### src/rtl/gate_tt_sequencer_pkg.sv
// Shared definitions for the gate truth-table sequencer: FSM states and
// the order in which the {x,y} input vectors are applied.
package gate_tt_sequencer_pkg;

    typedef enum logic [1:0] {
        IDLE  = 2'd0,
        DRIVE = 2'd1,
        DONE  = 2'd2
    } state_t;

    // {x,y} per step, step 0 in the low bits: 00, 10, 11, 01 (one input flips per step)
    localparam logic [7:0] VEC_ORDER = 8'b01_11_10_00;

    localparam logic [1:0] LAST_STEP = 2'd3;

    function automatic logic [1:0] vec_at(input logic [1:0] step);
        return VEC_ORDER[{step, 1'b0} +: 2];
    endfunction

endpackage

### src/rtl/gate_tt_sequencer_hold_timer.sv
// Hold timer: loads HOLD_CYCLES-1, counts down to zero and stays there.
// The zero flag marks the last cycle of a hold.
module gate_hold_timer #(
    parameter int unsigned HOLD_CYCLES = 20
) (
    input  logic clk,
    input  logic rst_n,
    input  logic load,
    output logic zero
);

    localparam int unsigned CW = $clog2(HOLD_CYCLES + 1);

    logic [CW-1:0] cnt_q;

    // Load has priority; otherwise decrement until zero is reached.
    always_ff @(posedge clk) begin
        if (!rst_n) begin
            cnt_q <= '0;
        end else if (load) begin
            cnt_q <= CW'(HOLD_CYCLES - 1);
        end else if (cnt_q != '0) begin
            cnt_q <= cnt_q - 1'b1;
        end
    end

    assign zero = (cnt_q == '0);

endmodule

### src/rtl/gate_tt_sequencer.sv
// Truth-table sequencer: drives all four {x,y} vectors into a 2-input gate,
// samples z at the end of each hold, compares against EXPECT_TT and reports
// observed table, error count and pass flag with a start/done handshake.
module gate_tt_sequencer
    import gate_tt_sequencer_pkg::*;
#(
    parameter int unsigned HOLD_CYCLES = 20,
    parameter logic [3:0]  EXPECT_TT   = 4'b0001
) (
    input  logic       clk,
    input  logic       rst_n,
    input  logic       start,
    input  logic       z,
    output logic       x,
    output logic       y,
    output logic       busy,
    output logic       done,
    output logic       pass,
    output logic       mismatch,
    output logic [2:0] err_count,
    output logic [3:0] obs_tt
);

    state_t     state_q, state_d;
    logic [1:0] step_q;
    logic       timer_zero;
    logic       timer_load;
    logic       sample;
    logic       accept;
    logic [1:0] cur_vec;
    logic       z_bad;
    logic [2:0] err_next;

    gate_hold_timer #(
        .HOLD_CYCLES(HOLD_CYCLES)
    ) u_timer (
        .clk  (clk),
        .rst_n(rst_n),
        .load (timer_load),
        .zero (timer_zero)
    );

    assign cur_vec  = {x, y};
    assign z_bad    = (z != EXPECT_TT[cur_vec]);
    assign err_next = err_count + {2'b00, z_bad};
    assign busy     = (state_q == DRIVE);
    assign done     = (state_q == DONE);

    // State register.
    always_ff @(posedge clk) begin
        if (!rst_n) begin
            state_q <= IDLE;
        end else begin
            state_q <= state_d;
        end
    end

    // Next-state logic, timer reload and sample strobe.
    always_comb begin
        state_d    = state_q;
        timer_load = 1'b0;
        sample     = 1'b0;
        accept     = 1'b0;
        case (state_q)
            IDLE: begin
                if (start) begin
                    accept     = 1'b1;
                    timer_load = 1'b1;
                    state_d    = DRIVE;
                end
            end
            DRIVE: begin
                if (timer_zero) begin
                    sample = 1'b1;
                    if (step_q == LAST_STEP) begin
                        state_d = DONE;
                    end else begin
                        timer_load = 1'b1;
                    end
                end
            end
            DONE:    state_d = IDLE;
            default: state_d = IDLE;
        endcase
    end

    // Vector drive, result capture and mismatch pulse.
    // pass is resolved on the final sample edge using the updated count,
    // so it is already valid in the cycle done is high.
    always_ff @(posedge clk) begin
        if (!rst_n) begin
            step_q    <= '0;
            x         <= 1'b0;
            y         <= 1'b0;
            pass      <= 1'b0;
            mismatch  <= 1'b0;
            err_count <= '0;
            obs_tt    <= '0;
        end else begin
            mismatch <= 1'b0;
            if (accept) begin
                step_q    <= '0;
                {x, y}    <= vec_at(2'd0);
                err_count <= '0;
                obs_tt    <= '0;
                pass      <= 1'b0;
            end else if (sample) begin
                obs_tt[cur_vec] <= z;
                err_count       <= err_next;
                mismatch        <= z_bad;
                if (step_q == LAST_STEP) begin
                    {x, y} <= 2'b00;
                    pass   <= (err_next == '0);
                end else begin
                    step_q <= step_q + 2'd1;
                    {x, y} <= vec_at(step_q + 2'd1);
                end
            end
        end
    end

endmodule

### config.mk
export PLATFORM = sky130hd
export DESIGN_NAME = gate_tt_sequencer
export DESIGN_NICKNAME = d
export VERILOG_FILES = /design/src/rtl/gate_tt_sequencer_pkg.sv /design/src/rtl/gate_tt_sequencer_hold_timer.sv /design/src/rtl/gate_tt_sequencer.sv
export SDC_FILE = /design/constraint.sdc
export NUM_CORES = 1
export LEC_CHECK = 0
export CAP_MARGIN = 25
export CORE_MARGIN = 2
export CORE_UTILIZATION = 45
export DETAILED_ROUTE_END_ITERATION = 8
export PLACE_DENSITY = 0.8
export REMOVE_ABC_BUFFERS = 1
export SKIP_CTS_REPAIR_TIMING = 1
export SYNTH_ARGS = -nofsm -noshare
export SYNTH_HDL_FRONTEND = slang
export SYNTH_SLANG_ARGS = --single-unit
### constraint.sdc
create_clock -name clk -period 1.9 [get_ports clk]
set_clock_uncertainty 0.2 [all_clocks]
set_input_delay 0.19 -clock clk [delete_from_list [all_inputs] [get_ports clk]]
set_output_delay 0.19 -clock clk [all_outputs]
set_load 0.1 [all_outputs]
# Word level (Yosys, flattened, before mapping)
# Cells that the tools add are included.
# op_classes
addsub,3
n_lt_le_gt_ge,2
n_eq_ne,7
shift,1
n_mux,20
bitwise,3
reduce_logical,12
# op_table
operator,n
$mux W1,10
$mux W5,2
$shiftx A8 B4 Y2 const A,1
$mux W2,3
$logic_not A5 Y1,1
$reduce_bool A5 Y1,1
$sub A5 B1 Y5 const B,1
$bwmux W4,1
$eq A2 B2 Y1 const B,2
$ne A2 B1 Y1 const B,2
$pmux W2 S2,1
$reduce_and A2 Y1,2
$reduce_or A2 Y1,2
$add A3 B1 Y3,1
$logic_not A3 Y1,1
$lt A2 B3 Y1 const B,1
$not A1 Y1,3
$reduce_and A3 Y1,1
$reduce_or A3 Y1,1
$add A2 B1 Y2 const B,1
$bmux W1 S2,1
$demux W1 S2,1
$eq A2 B1 Y1 const B,1
$ge A2 B1 Y1 const B,1
6 further kinds,6
# totals
ff_bits,20
in_bits,4
output_inout_bits,13
elab_cells,58

# Depth between registers and ports, before layout
# logic_depth
ltp_word,5
mapped_depth,7
depth_no_buf,7

# By module
# A second synthesis with hierarchy kept.
# unflattened
hier_cells,100
hier_area_um2,973.4
# by_module_without_submodules
module,instances,cells_each,area_per_inst_um2,seq_area_each_um2
gate_tt_sequencer,1,76,744.5,300.3
gate_hold_timer,1,24,229.0,100.1

# Least setup slack after synthesis
# Ideal clock, no wire load.
# synth_path
path_type,register to register
startpoint,register y
endpoint,register err_count[2]
setup_ps,70
t_arrival_ps,2350
required_time_ps,1630
setup_slack_ps,-720
stages_incl_launch_ff,8
path_buffers,0
period_less_slack_ps,2620
path_cell_list,dfxtp_1 > nor2_1 > xnor2_1 > ha_1 > ha_1 > inv_1 > or4_1 > a21oi_1
# synth_between
elab_chain_len,4
# synth_rtl
element,line_no,text
"start, declared",gate_tt_sequencer.sv:15,"output logic y,"
"start signal, assigned",gate_tt_sequencer.sv:103,"{x, y} <= vec_at(2'd0);"
"start signal, assigned",gate_tt_sequencer.sv:116,"{x, y} <= vec_at(step_q + 2'd1);"
$bmux W1 S2,gate_tt_sequencer.sv:44,assign z_bad = (z != EXPECT_TT[cur_vec]);
$mux W1 (implied by the code),gate_tt_sequencer.sv:44,
$ne A1 B1 Y1,gate_tt_sequencer.sv:44,
net z_bad,gate_tt_sequencer.sv:31,logic z_bad;
$add A3 B1 Y3,gate_tt_sequencer.sv:45,"assign err_next = err_count + {2'b00, z_bad};"
"end signal, assigned",gate_tt_sequencer.sv:109,err_count <= err_next;
"end, declared",gate_tt_sequencer.sv:20,"output logic [2:0] err_count,"
# The timed path passes the listed nets, and every way through them passes these cells. The select of a mux whose other input is x is not followed.
# A chain may end at the register's enable or synchronous reset.

# Worst setup path after layout
# layout_path
startpoint,register u_timer.cnt_q[0]
endpoint,register obs_tt[3]
# layout_between
elab_chain_len,3
# layout_rtl
element,line_no,text
"start, declared",gate_tt_sequencer_hold_timer.sv:14,logic [CW-1:0] cnt_q;
"start signal, assigned",gate_tt_sequencer_hold_timer.sv:21,cnt_q <= CW'(HOLD_CYCLES - 1);
"start signal, assigned",gate_tt_sequencer_hold_timer.sv:23,cnt_q <= cnt_q - 1'b1;
$logic_not A5 Y1,gate_tt_sequencer_hold_timer.sv:27,assign zero = (cnt_q == '0);
$mux W1,gate_tt_sequencer.sv:73,if (timer_zero) begin
$mux W1,gate_tt_sequencer.sv:64,case (state_q)
"end signal, assigned by index",gate_tt_sequencer.sv:108,obs_tt[cur_vec] <= z;
"end, declared",gate_tt_sequencer.sv:21,output logic [3:0] obs_tt
# No other way between the ends.

==> flow_summary.json <==
{
  "run_status": "finished, violations left",
  "failing_checks": "setup timing",
  "initial_core_util_pct": 48.2,
  "ioPinCount": 17,
  "holdCritPathClass": "register to register",
  "leakage_nw": 0.590,
  "netlist_instances": 107,
  "cts_tree": "done",
  "cts_max_level": 1,
  "synth_warnings": 0,
  "cp-end-kind": "register",
  "postSynthRegisterBits": 20,
  "cts-buffers-inserted": 3,
  "timing.final.max_slew_violations": 0,
  "dpl_worst_slack_ns": -0.368,
  "route.vias.total": 935,
  "wirelength_um": 2500,
  "finalHoldWorstSlack_ns": 0.285,
  "pwr-share-clk_pct": 27.5,
  "critPathKind": "register to register",
  "hold_depth": 2,
  "ys_dominant_reg_cell": "dfxtp_1",
  "postPlaceCellArea_um2": 1320,
  "timing.critical_path.from_type": "register",
  "synthTopCellsByArea": "dfxtp_1, xnor2_1, a21oi_1",
  "route.detailed.wl_per_inst_um": 14.8,
  "netlist_area_um2": 956,
  "placementRows": 16,
  "number_of_distinct_library_cells_after_synthesis": 29,
  "antenna_violating_nets_post_route": 0,
  "grt_antenna_before_repair": 0,
  "final-setup-viol-count": 3,
  "design_power_total_mw": 1.27,
  "ctsLongestPathBuffers": 2,
  "grt_overflow_total": 0,
  "cts_root_buf": "clkbuf_4",
  "worst_r2r_path_depth": 5,
  "path_buf_inv": 1,
  "synth_common_cells": "dfxtp_1, a21oi_1, inv_1",
  "cpPeakStageDelay_ns": 0.52,
  "yosys.cell_count.top_type": "dfxtp_1",
  "nNetsFinal": 151,
  "numClockSinks": 20,
  "max_slew_headroom_pct": 81.0,
  "port_buffers": 16,
  "grt_setup_unrepaired": "true",
  "finalNonFillerCells": 169,
  "first_global_vias": 853,
  "synth-seq-area-share_pct": 41.9,
  "share_seq_of_total_power_pct": 37.0,
  "clock_slew_at_the_register_clock_pins_of_the_worst_setup_and_hold_paths_ns": 0.11,
  "critical-path-slowest-cell": "or4b_4",
  "regToRegEndpoint": "obs_tt[3]$_SDFFE_PP0P_",
  "final_worst_setup_slack_ns": -0.0165,
  "yosys.area.top_type": "dfxtp_1",
  "die_width_um": 50.1,
  "drt_iter0_markers": 21,
  "path_cells": "inv_2 -> ha_4 -> or4b_4 -> or4_4 -> a21oi_2",
  "setup.reg_to_reg.worst_slack_ns": -0.02,
  "synth-async-reset-ratio_pct": 0,
  "tightestPinTransition_ns": 0.283,
  "post-route-min-period_ns": 1.92,
  "worst_hold_path.endpoint": "obs_tt[2]$_SDFFE_PP0P_",
  "die_area_um2": 2510,
  "synth_top_area_share_pct": 41.9,
  "worst-path-max-fanout": 8,
  "post_drt_via_cell_ratio": 5.53,
  "post-place-cells": 161,
  "share_comb_of_total_power_pct": 35.5,
  "drv.max_cap_violation_count": 0,
  "worst_hold_startpoint": "obs_tt[2]$_SDFFE_PP0P_",
  "post_route_cells_drive_above_1_share_pct": 44.4,
  "fmaxAchievable_mhz": 522,
  "drc_markers": 0,
  "syn_area_per_cell_um2": 8.93,
  "hpwlAfterDp_um": 1710,
  "first_pass_grt_wire_length_um": 3630,
  "netSwitchingFraction_pct": 30.5,
  "synth_enable_flop_cells": 0,
  "antenna_cells": 0,
  "critPathTopFamily": "simple AND/OR/NAND/NOR gates",
  "fin_area_um2": 1480,
  "clock_latency_ns": 0.31,
  "power.ir.vdd_worst_uv": 761,
  "pint_uw": 885,
  "share_of_the_cycle_needed_by_the_critical_path_after_routing_pct": 101,
  "worst-endpoint-required_ns": 1.95,
  "grt_util_all_layers_pct": 19.4,
  "core-area_um2": 1980,
  "regToRegStartpoint": "u_timer.cnt_q[0]$_SDFFE_PN0P_",
  "worstPathArrival_ns": 1.97,
  "timing_hold_violations_final": 0,
  "syn_to_final_growth_pct": 55.2,
  "finalWeightedCongestion": 0.785,
  "power_switching_uw": 388,
  "die-height_um": 50.1,
  "power_per_cell_area_nw_per_um2": 858,
  "first_pass_iters": 4,
  "grt_max_degree": 14
}
final cells by class:
type,instances,area [µm²]
inverter,8,33.8
clock buffer,3,22.5
multi-input combinational,71,567
clock inverter,1,30.0
tap,27,33.8
timing repair buffer,39,392
fill,137,498
sequential,20,405
how the worst max path moves through the flow:
stage	from	cells after the start	end
2_1_floorplan	y$_SDFFE_PP0P_	7	err_count[2]$_SDFFE_PP0P_
3_3_place_gp	z	8	err_count[2]$_SDFFE_PP0P_
3_5_place_dp	z	8	err_count[2]$_SDFFE_PP0P_
4_1_cts	u_timer.cnt_q[0]$_SDFFE_PN0P_	6	u_timer.cnt_q[0]$_SDFFE_PN0P_
5_1_grt	x$_SDFFE_PP0P_	7	err_count[2]$_SDFFE_PP0P_
6_report	u_timer.cnt_q[0]$_SDFFE_PN0P_	5	obs_tt[3]$_SDFFE_PP0P_
routing by layer:
| layer | GRT usage (%) | vias up | wire length [µm] |
|---|---|---|---|
| li1 | - | 454 | - |
| met1 | 21.2 | 452 | 1040 |
| met2 | 34.9 | 24 | 1310 |
| met3 | 4.55 | 5 | 108 |
| met4 | 8.33 | 0 | 41 |
| met5 | 0 | - | 0 |
sequential cells by signal, summed over array words and instances, names as in the netlist:
name	flops
err_count	3
mismatch	1
obs_tt	4
pass	1
state_q	2
step_q	2
u_timer.cnt_q	5
x	1
y	1
worst min-delay path, delay by kind of cell (launching register included):
kind / cells / cell delay (ns)
muxes: 1 / 0.06
and+or+nand+nor: 1 / 0.06
DFF: 1 / 0.33
cell usage in the layout, fill, tap and decap left out, types with 4 or more instances in the layout:
master,count
buf_4,28
dfxtp_1,16
a21oi_1,9
nand3_1,7
buf_12,7
o21ai_0,5
xnor2_1,5
o31ai_1,5
inv_1,4
nand4_1,4
dfxtp_2,4
through the flow:
stage,utilization (%),TNS [ns]
after floorplan,-,-7.42
after global placement,66.7,-0.850
after detailed placement,66.7,-1.24
after CTS,69.3,-1.28
after global routing,74.9,-0.346
final,74.9,-0.0321
power by group through the flow:
stage / combinational, mW / clock [mW] / sequential [mW]
2_1_floorplan: 0.183 / 0 / 0.500
3_3_place_gp: 0.381 / 0 / 0.471
3_5_place_dp: 0.393 / 0 / 0.472
4_1_cts: 0.394 / 0.356 / 0.463
5_1_grt: 0.490 / 0.367 / 0.473
6_report: 0.451 / 0.351 / 0.471
cell families after synthesis:
family / Yosys count / synth area share (%)
buf+inv: 16 / 6.54
mux: 3 / 3.27
simple gates: 31 / 20.0
flops: 20 / 41.9
compound gates: 27 / 17.5
xor+xnor: 6 / 5.50
fa+ha+maj: 4 / 5.24
(Power assumes the default switching activity.)
